[config.mk]
export PLATFORM = sky130hd
export DESIGN_NAME = spi_mem_ctrl_flat
export DESIGN_NICKNAME = d
export VERILOG_FILES = /design/src/rtl/spi_mem_ctrl_pkg.sv /design/src/rtl/spi_mem_ctrl_if.sv /design/src/rtl/spi_mem_ctrl_bit_engine.sv /design/src/rtl/spi_mem_ctrl.sv /design/src/flat_wrapper.sv
export SDC_FILE = /design/constraint.sdc
export NUM_CORES = 1
export LEC_CHECK = 0
export ABC_AREA = 1
export CAP_MARGIN = 20
export CORE_MARGIN = 4
export CORE_UTILIZATION = 45
export DETAILED_ROUTE_END_ITERATION = 16
export GPL_TIMING_DRIVEN = 1
export HOLD_SLACK_MARGIN = 0.15
export PLACE_DENSITY_LB_ADDON = 0.3
export SETUP_SLACK_MARGIN = 0.3
export SLEW_MARGIN = 30
export SYNTH_ARGS = -nofsm -noshare
export SYNTH_HDL_FRONTEND = slang
export SYNTH_HIERARCHICAL = 1
export SYNTH_SLANG_ARGS = --single-unit
[constraint.sdc]
create_clock -name clk -period 9.9 [get_ports clk]
set_clock_uncertainty 0.2 [all_clocks]
set_input_delay 1.98 -clock clk [delete_from_list [all_inputs] [get_ports clk]]
set_output_delay 1.98 -clock clk [all_outputs]
set_load 0.03 [all_outputs]
[src/rtl/spi_mem_ctrl_pkg.sv]
// spi_mem_pkg: shared commands, size encodings, FSM states and helpers for spi_mem_ctrl.
// FAST_READ_EN adds the DUMMY state and selects the 0x0B read command.
package spi_mem_pkg;
  localparam logic [7:0] CMD_READ = 8'h03;
  localparam logic [7:0] CMD_WRITE = 8'h02;
  localparam logic [7:0] CMD_FAST_READ = 8'h0B;
`ifdef FAST_READ_EN
  localparam logic [7:0] CMD_RD = CMD_FAST_READ;
`else
  localparam logic [7:0] CMD_RD = CMD_READ;
`endif
  localparam logic [1:0] SZ_WORD = 2'b00;
  localparam logic [1:0] SZ_BYTE = 2'b01;
  localparam logic [1:0] SZ_HALF = 2'b10;
  typedef enum logic [2:0] {
    S_IDLE,
    S_CMD,
    S_ADDR,
`ifdef FAST_READ_EN
    S_DUMMY,
`endif
    S_DATA,
    S_GAP,
    S_ERR
  } state_t;
  function automatic logic [2:0] size_to_bytes(input logic [1:0] s);
    return s == SZ_WORD ? 3'd4 : s == SZ_BYTE ? 3'd1 : s == SZ_HALF ? 3'd2 : 3'd0;
  endfunction
  function automatic logic [31:0] byte_swap(input logic [31:0] w);
    return {w[7:0], w[15:8], w[23:16], w[31:24]};
  endfunction
endpackage

[src/rtl/spi_mem_ctrl_if.sv]
// spi_mem_ctrl_if: load/store request and response port of the SPI memory controller.
interface spi_mem_ctrl_if #(parameter int ADDR_W = 24) ();
  logic req_valid, req_ready, req_we, rsp_valid, rsp_err;
  logic [ADDR_W-1:0] req_addr;
  logic [1:0] req_size;
  logic [31:0] req_wdata, rsp_rdata;
  modport master(output req_valid, req_addr, req_we, req_size, req_wdata,
                 input req_ready, rsp_valid, rsp_rdata, rsp_err);
  modport slave(input req_valid, req_addr, req_we, req_size, req_wdata,
                output req_ready, rsp_valid, rsp_rdata, rsp_err);
endinterface

[src/rtl/spi_mem_ctrl_bit_engine.sv]
// spi_bit_engine: shifts one left-aligned field of up to 32 bits out on mosi and in from miso.
// A start in the done cycle chains the next field with no idle SCK period.
module spi_bit_engine #(parameter int SCK_DIV = 1) (
  input  logic        clk,
  input  logic        reset,
  input  logic        start,
  input  logic [5:0]  width,
  input  logic [31:0] tx,
  input  logic        miso,
  output logic        done,
  output logic        sck,
  output logic        mosi,
  output logic [31:0] rx
);
  localparam int DW = $clog2(SCK_DIV + 1);
  logic busy, phase, half_end;
  logic [DW-1:0] div;
  logic [5:0] cnt;
  logic [31:0] sr;
  assign half_end = busy && div == DW'(SCK_DIV - 1);
  assign done = half_end && phase && cnt == 6'd1;
  assign sck = busy && phase;
  assign mosi = busy && sr[31];
  always_ff @(posedge clk or posedge reset)
    if (reset) begin
      busy <= 1'b0;
      phase <= 1'b0;
      div <= '0;
      cnt <= '0;
      sr <= '0;
      rx <= '0;
    end else begin
      if (half_end && !phase) rx <= {rx[30:0], miso};
      if (start) begin
        busy <= 1'b1;
        phase <= 1'b0;
        div <= '0;
        cnt <= width;
        sr <= tx;
      end else if (half_end) begin
        div <= '0;
        phase <= !phase;
        if (phase) begin
          sr <= sr << 1;
          cnt <= cnt - 6'd1;
          busy <= cnt != 6'd1;
        end
      end else if (busy) div <= div + DW'(1);
    end
endmodule

[src/rtl/spi_mem_ctrl.sv]
// spi_mem_ctrl: SPI mode-0 memory controller: address decode, error checks and frame FSM.
// Define FAST_READ_EN for 0x0B reads with 8 dummy SCK cycles before the data phase.
module spi_mem_ctrl
  import spi_mem_pkg::*;
#(
  parameter int ADDR_W = 24,
  parameter int N_CS = 2,
  parameter int SCK_DIV = 1,
  parameter int CS_GAP = 2
) (
  input  logic                     clk,
  input  logic                     reset,
  spi_mem_ctrl_if.slave            bus,
  input  logic [N_CS*ADDR_W-1:0]   dev_base,
  input  logic [N_CS-1:0]          wp_mask,
  output logic [N_CS-1:0]          cs_n,
  output logic                     sck,
  output logic                     mosi,
  input  logic                     miso
);
  localparam int SW = N_CS > 1 ? $clog2(N_CS) : 1;
  localparam int GW = $clog2(CS_GAP + 1);
  state_t state, state_n;
  logic [SW-1:0] sel, dev;
  logic [ADDR_W-1:0] base, off;
  logic [2:0] nbytes;
  logic [31:0] wswap, tx, rx;
  logic [5:0] width;
  logic [GW-1:0] gap;
  logic we, accept, err, start, done, data_done;
  always_comb begin
    sel = '0;
    base = dev_base[ADDR_W-1:0];
    for (int i = 1; i < N_CS; i++)
      if (bus.req_addr >= dev_base[i*ADDR_W +: ADDR_W]) begin
        sel = SW'(i);
        base = dev_base[i*ADDR_W +: ADDR_W];
      end
  end
  assign err = bus.req_addr < dev_base[ADDR_W-1:0] || bus.req_size == 2'b11 || (bus.req_we && wp_mask[sel]);
  assign accept = bus.req_valid && state == S_IDLE;
  assign bus.req_ready = state == S_IDLE;
  assign data_done = state == S_DATA && done;
  assign cs_n = state inside {S_CMD, S_ADDR, S_DATA
`ifdef FAST_READ_EN
    , S_DUMMY
`endif
  } ? ~(N_CS'(1) << dev) : '1;
  always_comb begin
    state_n = state;
    start = 1'b0;
    width = '0;
    tx = '0;
    case (state)
      S_IDLE: if (accept) begin
        state_n = err ? S_ERR : S_CMD;
        start = !err;
        width = 6'd8;
        tx = {bus.req_we ? CMD_WRITE : CMD_RD, 24'h0};
      end
      S_CMD: if (done) begin
        state_n = S_ADDR;
        start = 1'b1;
        width = 6'(ADDR_W);
        tx = 32'(off) << (32 - ADDR_W);
      end
`ifdef FAST_READ_EN
      S_ADDR: if (done) begin
        state_n = we ? S_DATA : S_DUMMY;
        start = 1'b1;
        width = we ? {nbytes, 3'b0} : 6'd8;
        tx = we ? wswap : '0;
      end
      S_DUMMY: if (done) begin
        state_n = S_DATA;
        start = 1'b1;
        width = {nbytes, 3'b0};
      end
`else
      S_ADDR: if (done) begin
        state_n = S_DATA;
        start = 1'b1;
        width = {nbytes, 3'b0};
        tx = we ? wswap : '0;
      end
`endif
      S_DATA: state_n = done ? S_GAP : S_DATA;
      S_GAP: state_n = gap == GW'(CS_GAP - 1) ? S_IDLE : S_GAP;
      default: state_n = S_IDLE;
    endcase
  end
  always_ff @(posedge clk or posedge reset)
    if (reset) begin
      state <= S_IDLE;
      dev <= '0;
      off <= '0;
      we <= 1'b0;
      nbytes <= '0;
      wswap <= '0;
      gap <= '0;
      bus.rsp_valid <= 1'b0;
      bus.rsp_err <= 1'b0;
      bus.rsp_rdata <= '0;
    end else begin
      state <= state_n;
      gap <= state == S_GAP ? gap + GW'(1) : '0;
      bus.rsp_valid <= (accept && err) || data_done;
      if (accept) begin
        dev <= sel;
        off <= bus.req_addr - base;
        we <= bus.req_we;
        nbytes <= size_to_bytes(bus.req_size);
        wswap <= byte_swap(bus.req_wdata);
      end
      if (accept && err) begin
        bus.rsp_err <= 1'b1;
        bus.rsp_rdata <= '0;
      end
      // the received field sits in the low bits, first byte highest; left-align then swap
      if (data_done) begin
        bus.rsp_err <= 1'b0;
        bus.rsp_rdata <= we ? '0 : byte_swap(rx << (6'd32 - {nbytes, 3'b0}));
      end
    end
  spi_bit_engine #(.SCK_DIV(SCK_DIV)) u_eng (
    .clk(clk), .reset(reset), .start(start), .width(width), .tx(tx),
    .miso(miso), .done(done), .sck(sck), .mosi(mosi), .rx(rx)
  );
endmodule
[src/flat_wrapper.sv]
// flat-port wrapper written by rule: the top's interface ports become plain ports
module spi_mem_ctrl_flat import spi_mem_pkg::*;
#(
  parameter int ADDR_W = 24,
  parameter int N_CS = 2,
  parameter int SCK_DIV = 1,
  parameter int CS_GAP = 2
)
  (clk, reset, dev_base, wp_mask, cs_n, sck, mosi, miso, bus_req_valid, bus_req_addr, bus_req_we, bus_req_size, bus_req_wdata, bus_req_ready, bus_rsp_valid, bus_rsp_rdata, bus_rsp_err);
  spi_mem_ctrl_if #(.ADDR_W(ADDR_W)) bus_i ();
  input  logic clk;
  input  logic reset;
  input  logic [N_CS*ADDR_W-1:0] dev_base;
  input  logic [N_CS-1:0] wp_mask;
  output logic [N_CS-1:0] cs_n;
  output logic sck;
  output logic mosi;
  input  logic miso;
  input wire logic [$bits(bus_i.req_valid)-1:0] bus_req_valid;
  input wire logic [$bits(bus_i.req_addr)-1:0] bus_req_addr;
  input wire logic [$bits(bus_i.req_we)-1:0] bus_req_we;
  input wire logic [$bits(bus_i.req_size)-1:0] bus_req_size;
  input wire logic [$bits(bus_i.req_wdata)-1:0] bus_req_wdata;
  output wire logic [$bits(bus_i.req_ready)-1:0] bus_req_ready;
  output wire logic [$bits(bus_i.rsp_valid)-1:0] bus_rsp_valid;
  output wire logic [$bits(bus_i.rsp_rdata)-1:0] bus_rsp_rdata;
  output wire logic [$bits(bus_i.rsp_err)-1:0] bus_rsp_err;
  assign bus_i.req_valid = bus_req_valid;
  assign bus_i.req_addr = bus_req_addr;
  assign bus_i.req_we = bus_req_we;
  assign bus_i.req_size = bus_req_size;
  assign bus_i.req_wdata = bus_req_wdata;
  assign bus_req_ready = bus_i.req_ready;
  assign bus_rsp_valid = bus_i.rsp_valid;
  assign bus_rsp_rdata = bus_i.rsp_rdata;
  assign bus_rsp_err = bus_i.rsp_err;
  spi_mem_ctrl #(.ADDR_W(ADDR_W), .N_CS(N_CS), .SCK_DIV(SCK_DIV), .CS_GAP(CS_GAP)) u_core (.clk(clk), .reset(reset), .bus(bus_i), .dev_base(dev_base), .wp_mask(wp_mask), .cs_n(cs_n), .sck(sck), .mosi(mosi), .miso(miso));
endmodule
==> out/metrics.csv <==
stage,metric,value,unit
status,status,"complete, no violations",
layout,final_core_util,54.64,%
synthesis,synth_flop_cell,dfrtp_1,
sta,slew_headroom,37.32,%
synthesis,yosysWarnings,6,
power,p_per_area,232.6,mW/mm²
place,hpwl,20370,µm
detailed_routing,drtIter0Drc,629,
power,p_switching,1.337,mW
global_routing,grt_usage,20.52,%
power,intPower,1.745,mW
synthesis,synth.avg_cell_area,7.566,µm²
critical_path,slowest_delay,480,ps
floorplan,die_width,164.6,µm
floorplan,die_area,0.02708,mm²
synthesis,synth_edf_count,0,
floorplan,start_util,45.49,%
critical_path,crit_top_cell,nand2_1,
sta,finalSetupViolations,0,
clocking,clk_pin_slew,70,ps
clocking,clk_latency,430,ps
place,port-buffer-count,151,
detailed_routing,routed_via_density,5.096,
detailed_routing,drcViolationCount,0,
power,combPwrFrac,42.7,%
synthesis,syn-cell-area,0.01103,mm²
clocking,postCtsHoldBufs,0,
layout,register_area,0.004329,mm²
job,max-cap-violations,0,
floorplan,num_rows,57,
synthesis,yosys_register_bits,173,
synthesis,synth_simple_gate_area_share,27.45,%
synthesis,synth-seq-area-share,39.25,%
detailed_routing,wl_per_cell,14.25,µm
critical_path,endpoint_kind,flip-flop,
critical_path,cp_top_family,simple AND/OR/NAND/NOR gates,
detailed_routing,num_vias,9759,
layout,layout_common_cells,"nand2_1, inv_1, dfrtp_1",
layout,multi_input_area,0.005602,mm²
floorplan,core,0.02425,mm²
synthesis,synthArstFlopShare,100.0,%
critical_path,crit_buf_inv,3,
layout,layout_commonest_cell,nand2_1,
layout,layout-drive-gt1-share,6.600,%
synthesis,synth_area_leaders,"dfrtp_1, nand2_1, ha_1, inv_1, o21ai_0",
sta,fin_crit,5693,ps
detailed_routing,firstDrtPassIters,5,
power,seq_power_share,35.5,%
critical_path,cp.arrival,5780,ps
critical_path,cp.required,9980,ps
sta,worst_pin_slew,939.2,ps
power,power,3.082,mW
sta,drv_slew,0,
synthesis,syn_inst,1458,
place,place_congestion,0.8841,
synthesis,synth_top_area_share,39.25,%
power,pwr-share-clk,21.8,%
worst_hold_path,hold_class,reg -> reg,
power,leakage,6.558,nW
detailed_routing,postRouteAntennaNets,0,
clocking,cts_resized,0,
floorplan,top_level_ports,152,
sta,rsz0062_at_grt,false,
synthesis,synth_top_family_by_area,simple AND/OR/NAND/NOR gates,
critical_path,critPathLaunchType,input pin,
global_routing,gr-total-overflow,0,
clocking,cts_tree,built,
synthesis,synth.area.mux_share,0,%
critical_path,critPathSlowestCell,clkdlybuf4s50_1,
sta,finalHoldViolCount,0,
power,ir_worst_vdd,0.1760,mV
global_routing,grt_pass1_wl,45510,µm
synthesis,synth_fa_ha_area_share,8.575,%
clocking,post_cts.repair.setup_buffers,0,
clocking,htreeDepth,4,
synthesis,synth_area_leader_cell,dfrtp_1,
clocking,cts_buffer_depth,2,
layout,syn2layout_area_growth,20.12,%
sta,max_freq,175.7,MHz
detailed_routing,routed_wl,27290,µm
synthesis,synth_xor_xnor_area_share,1.032,%
power,swShare,43.37,%
synthesis,synthDistinctLibCells,51,
clocking,clkSinkCount,173,
global_routing,antenna_found_initial,0,
layout,nNetsFinal,1766,
floorplan,die_h,164.6,µm
global_routing,grt_max_degree,98,
global_routing,grt_pass1_vias,9338,
sta,post-route-period-util,57.51,%
critical_path,path_cells,"clkdlybuf4s50_1, inv_1, ha_1, nand2_1, nor2_2, nand3_1, nor2_1, nand2_2, nand2_4, nand2_1, o21ai_0, ha_1, inv_1, fa_1, nand2_1, o21ai_1, nand2_1, nand2_1, a21boi_1, o21bai_1, or2_1, nand3_1, o21ai_0",
clocking,cts-root-buf,clkbuf_16,
sta,tns,0,ps
clocking,cts_buffers,17,
critical_path,path_max_fanout,50,
critical_path,crit_type,in -> reg,
synthesis,synth-compound-area-share,13.50,%
layout,num_antenna_cells,0,
layout,fillers,2272,
## kinds of logic (layout without fill, tap and decap cells)
group,Yosys count,count (layout)
other,1,3
AO/OA/AOI/OAI,266,266
XOR/XNOR,13,13
buffers and inverters,259,390
adder cells (fa/ha/maj),75,75
AND/OR/NAND/NOR,671,671
flip-flops,173,173
## synthesized netlist by cell type, types with 2 or more instances
master / number
nor2_2: 3
nor2_8: 3
o21ai_0: 122
nor2_1: 87
a21o_1: 5
inv_2: 7
ha_1: 74
xor2_1: 10
nand3_1: 101
dfrtp_1: 173
buf_6: 6
nand2_2: 4
a21oi_1: 67
or2_2: 4
o211ai_1: 22
buf_2: 14
buf_4: 11
nand2_1: 408
xnor2_1: 3
clkbuf_1: 24
a211oi_1: 4
o21bai_1: 5
o21ai_1: 12
o21a_1: 3
nand3_2: 29
inv_1: 192
nand4_1: 9
buf_12: 2
o31ai_1: 2
nor3_1: 11
nand2_4: 4
nor2_4: 3
o22ai_1: 16
## power groups by stage
stage	combinational (mW)	sequential, mW	clock [mW]
2_1_floorplan	0.988	1.10	0
3_3_place_gp	1.28	1.09	0
3_5_place_dp	1.31	1.10	0
4_1_cts	1.32	1.09	0.685
5_1_grt	1.49	1.12	0.716
6_report	1.32	1.09	0.672
## worst paths after layout
| path | startpoint | end | slack, ps | depth (start not counted) |
|---|---|---|---|---|
| setup reg to reg | u_core/nbytes[0]$_DFFE_PP0P_ | u_core/bus.rsp_rdata[2]$_DFFE_PP0P_ | 6300 | 7 |
| hold / removal | u_core/gap[0]$_DFF_PP0_ | u_core/gap[0]$_DFF_PP0_ | 240 | 1 |
| hold reg to reg | u_core/gap[0]$_DFF_PP0_ | u_core/gap[0]$_DFF_PP0_ | 240 | 1 |
| min in group asynchronous | reset | u_core/bus.rsp_rdata[29]$_DFFE_PP0P_ | 1770 | 2 |
| max in group asynchronous | reset | u_core/off[7]$_DFFE_PP0P_ | 6510 | 3 |
| setup / recovery | dev_base[47] | u_core/off[16]$_DFFE_PP0P_ | 4210 | 23 |
## sequential cells by signal, summed over array words and instances, names as in the netlist
signal,count
u_core/dev,1
u_core/wswap,32
u_core/bus.rsp_err,1
u_core/off,24
u_core/state,3
u_core/bus.rsp_valid,1
u_core/gap,2
u_core/u_eng/phase,1
u_core/u_eng/div,1
u_core/we,1
u_core/nbytes,3
u_core/u_eng/rx,32
u_core/bus.rsp_rdata,32
u_core/u_eng/sr,32
u_core/u_eng/cnt,6
u_core/u_eng/busy,1
## metrics by stage
stage | cells | area (µm²) | hold slack (ps) | worst slack (ps)
floorplan | 1460 | 11040 | 209.1 | 4687
global placement | 1883 | 12650 | 221.1 | 3877
detailed placement | 1883 | 12650 | 229.6 | 3772
CTS | 1915 | 13250 | 239.1 | 4227
global route | 1915 | 13250 | 265.0 | 3892
finish | 1915 | 13250 | 237.8 | 4207
## area by class of cell
type / instances / area share, %
well taps: 324 / 3.059
clock inverters: 15 / 1.256
multi-input cells: 1028 / 42.28
flip-flops and latches: 173 / 32.67
repair buffers: 158 / 11.83
inverters: 200 / 5.694
clock buffers: 17 / 3.211
## metal layers
metal,GRT usage (%),vias to the layer above,share of wire [%]
met5,0,-,0
met4,4.877,0,1.6
met3,4.467,30,6.0
met2,31.44,273,44
met1,29.79,4491,48
li1,-,4965,-
## worst reg2reg max path, stage by stage (launching register included)
cell      delay, ps
dfrtp_1         320
buf_4           290
clkinv_1        790
ha_1            690
inv_1           730
nand3_1         190
o211ai_1        200
nand2_1          80
Power figures use the tool's default switching activity.
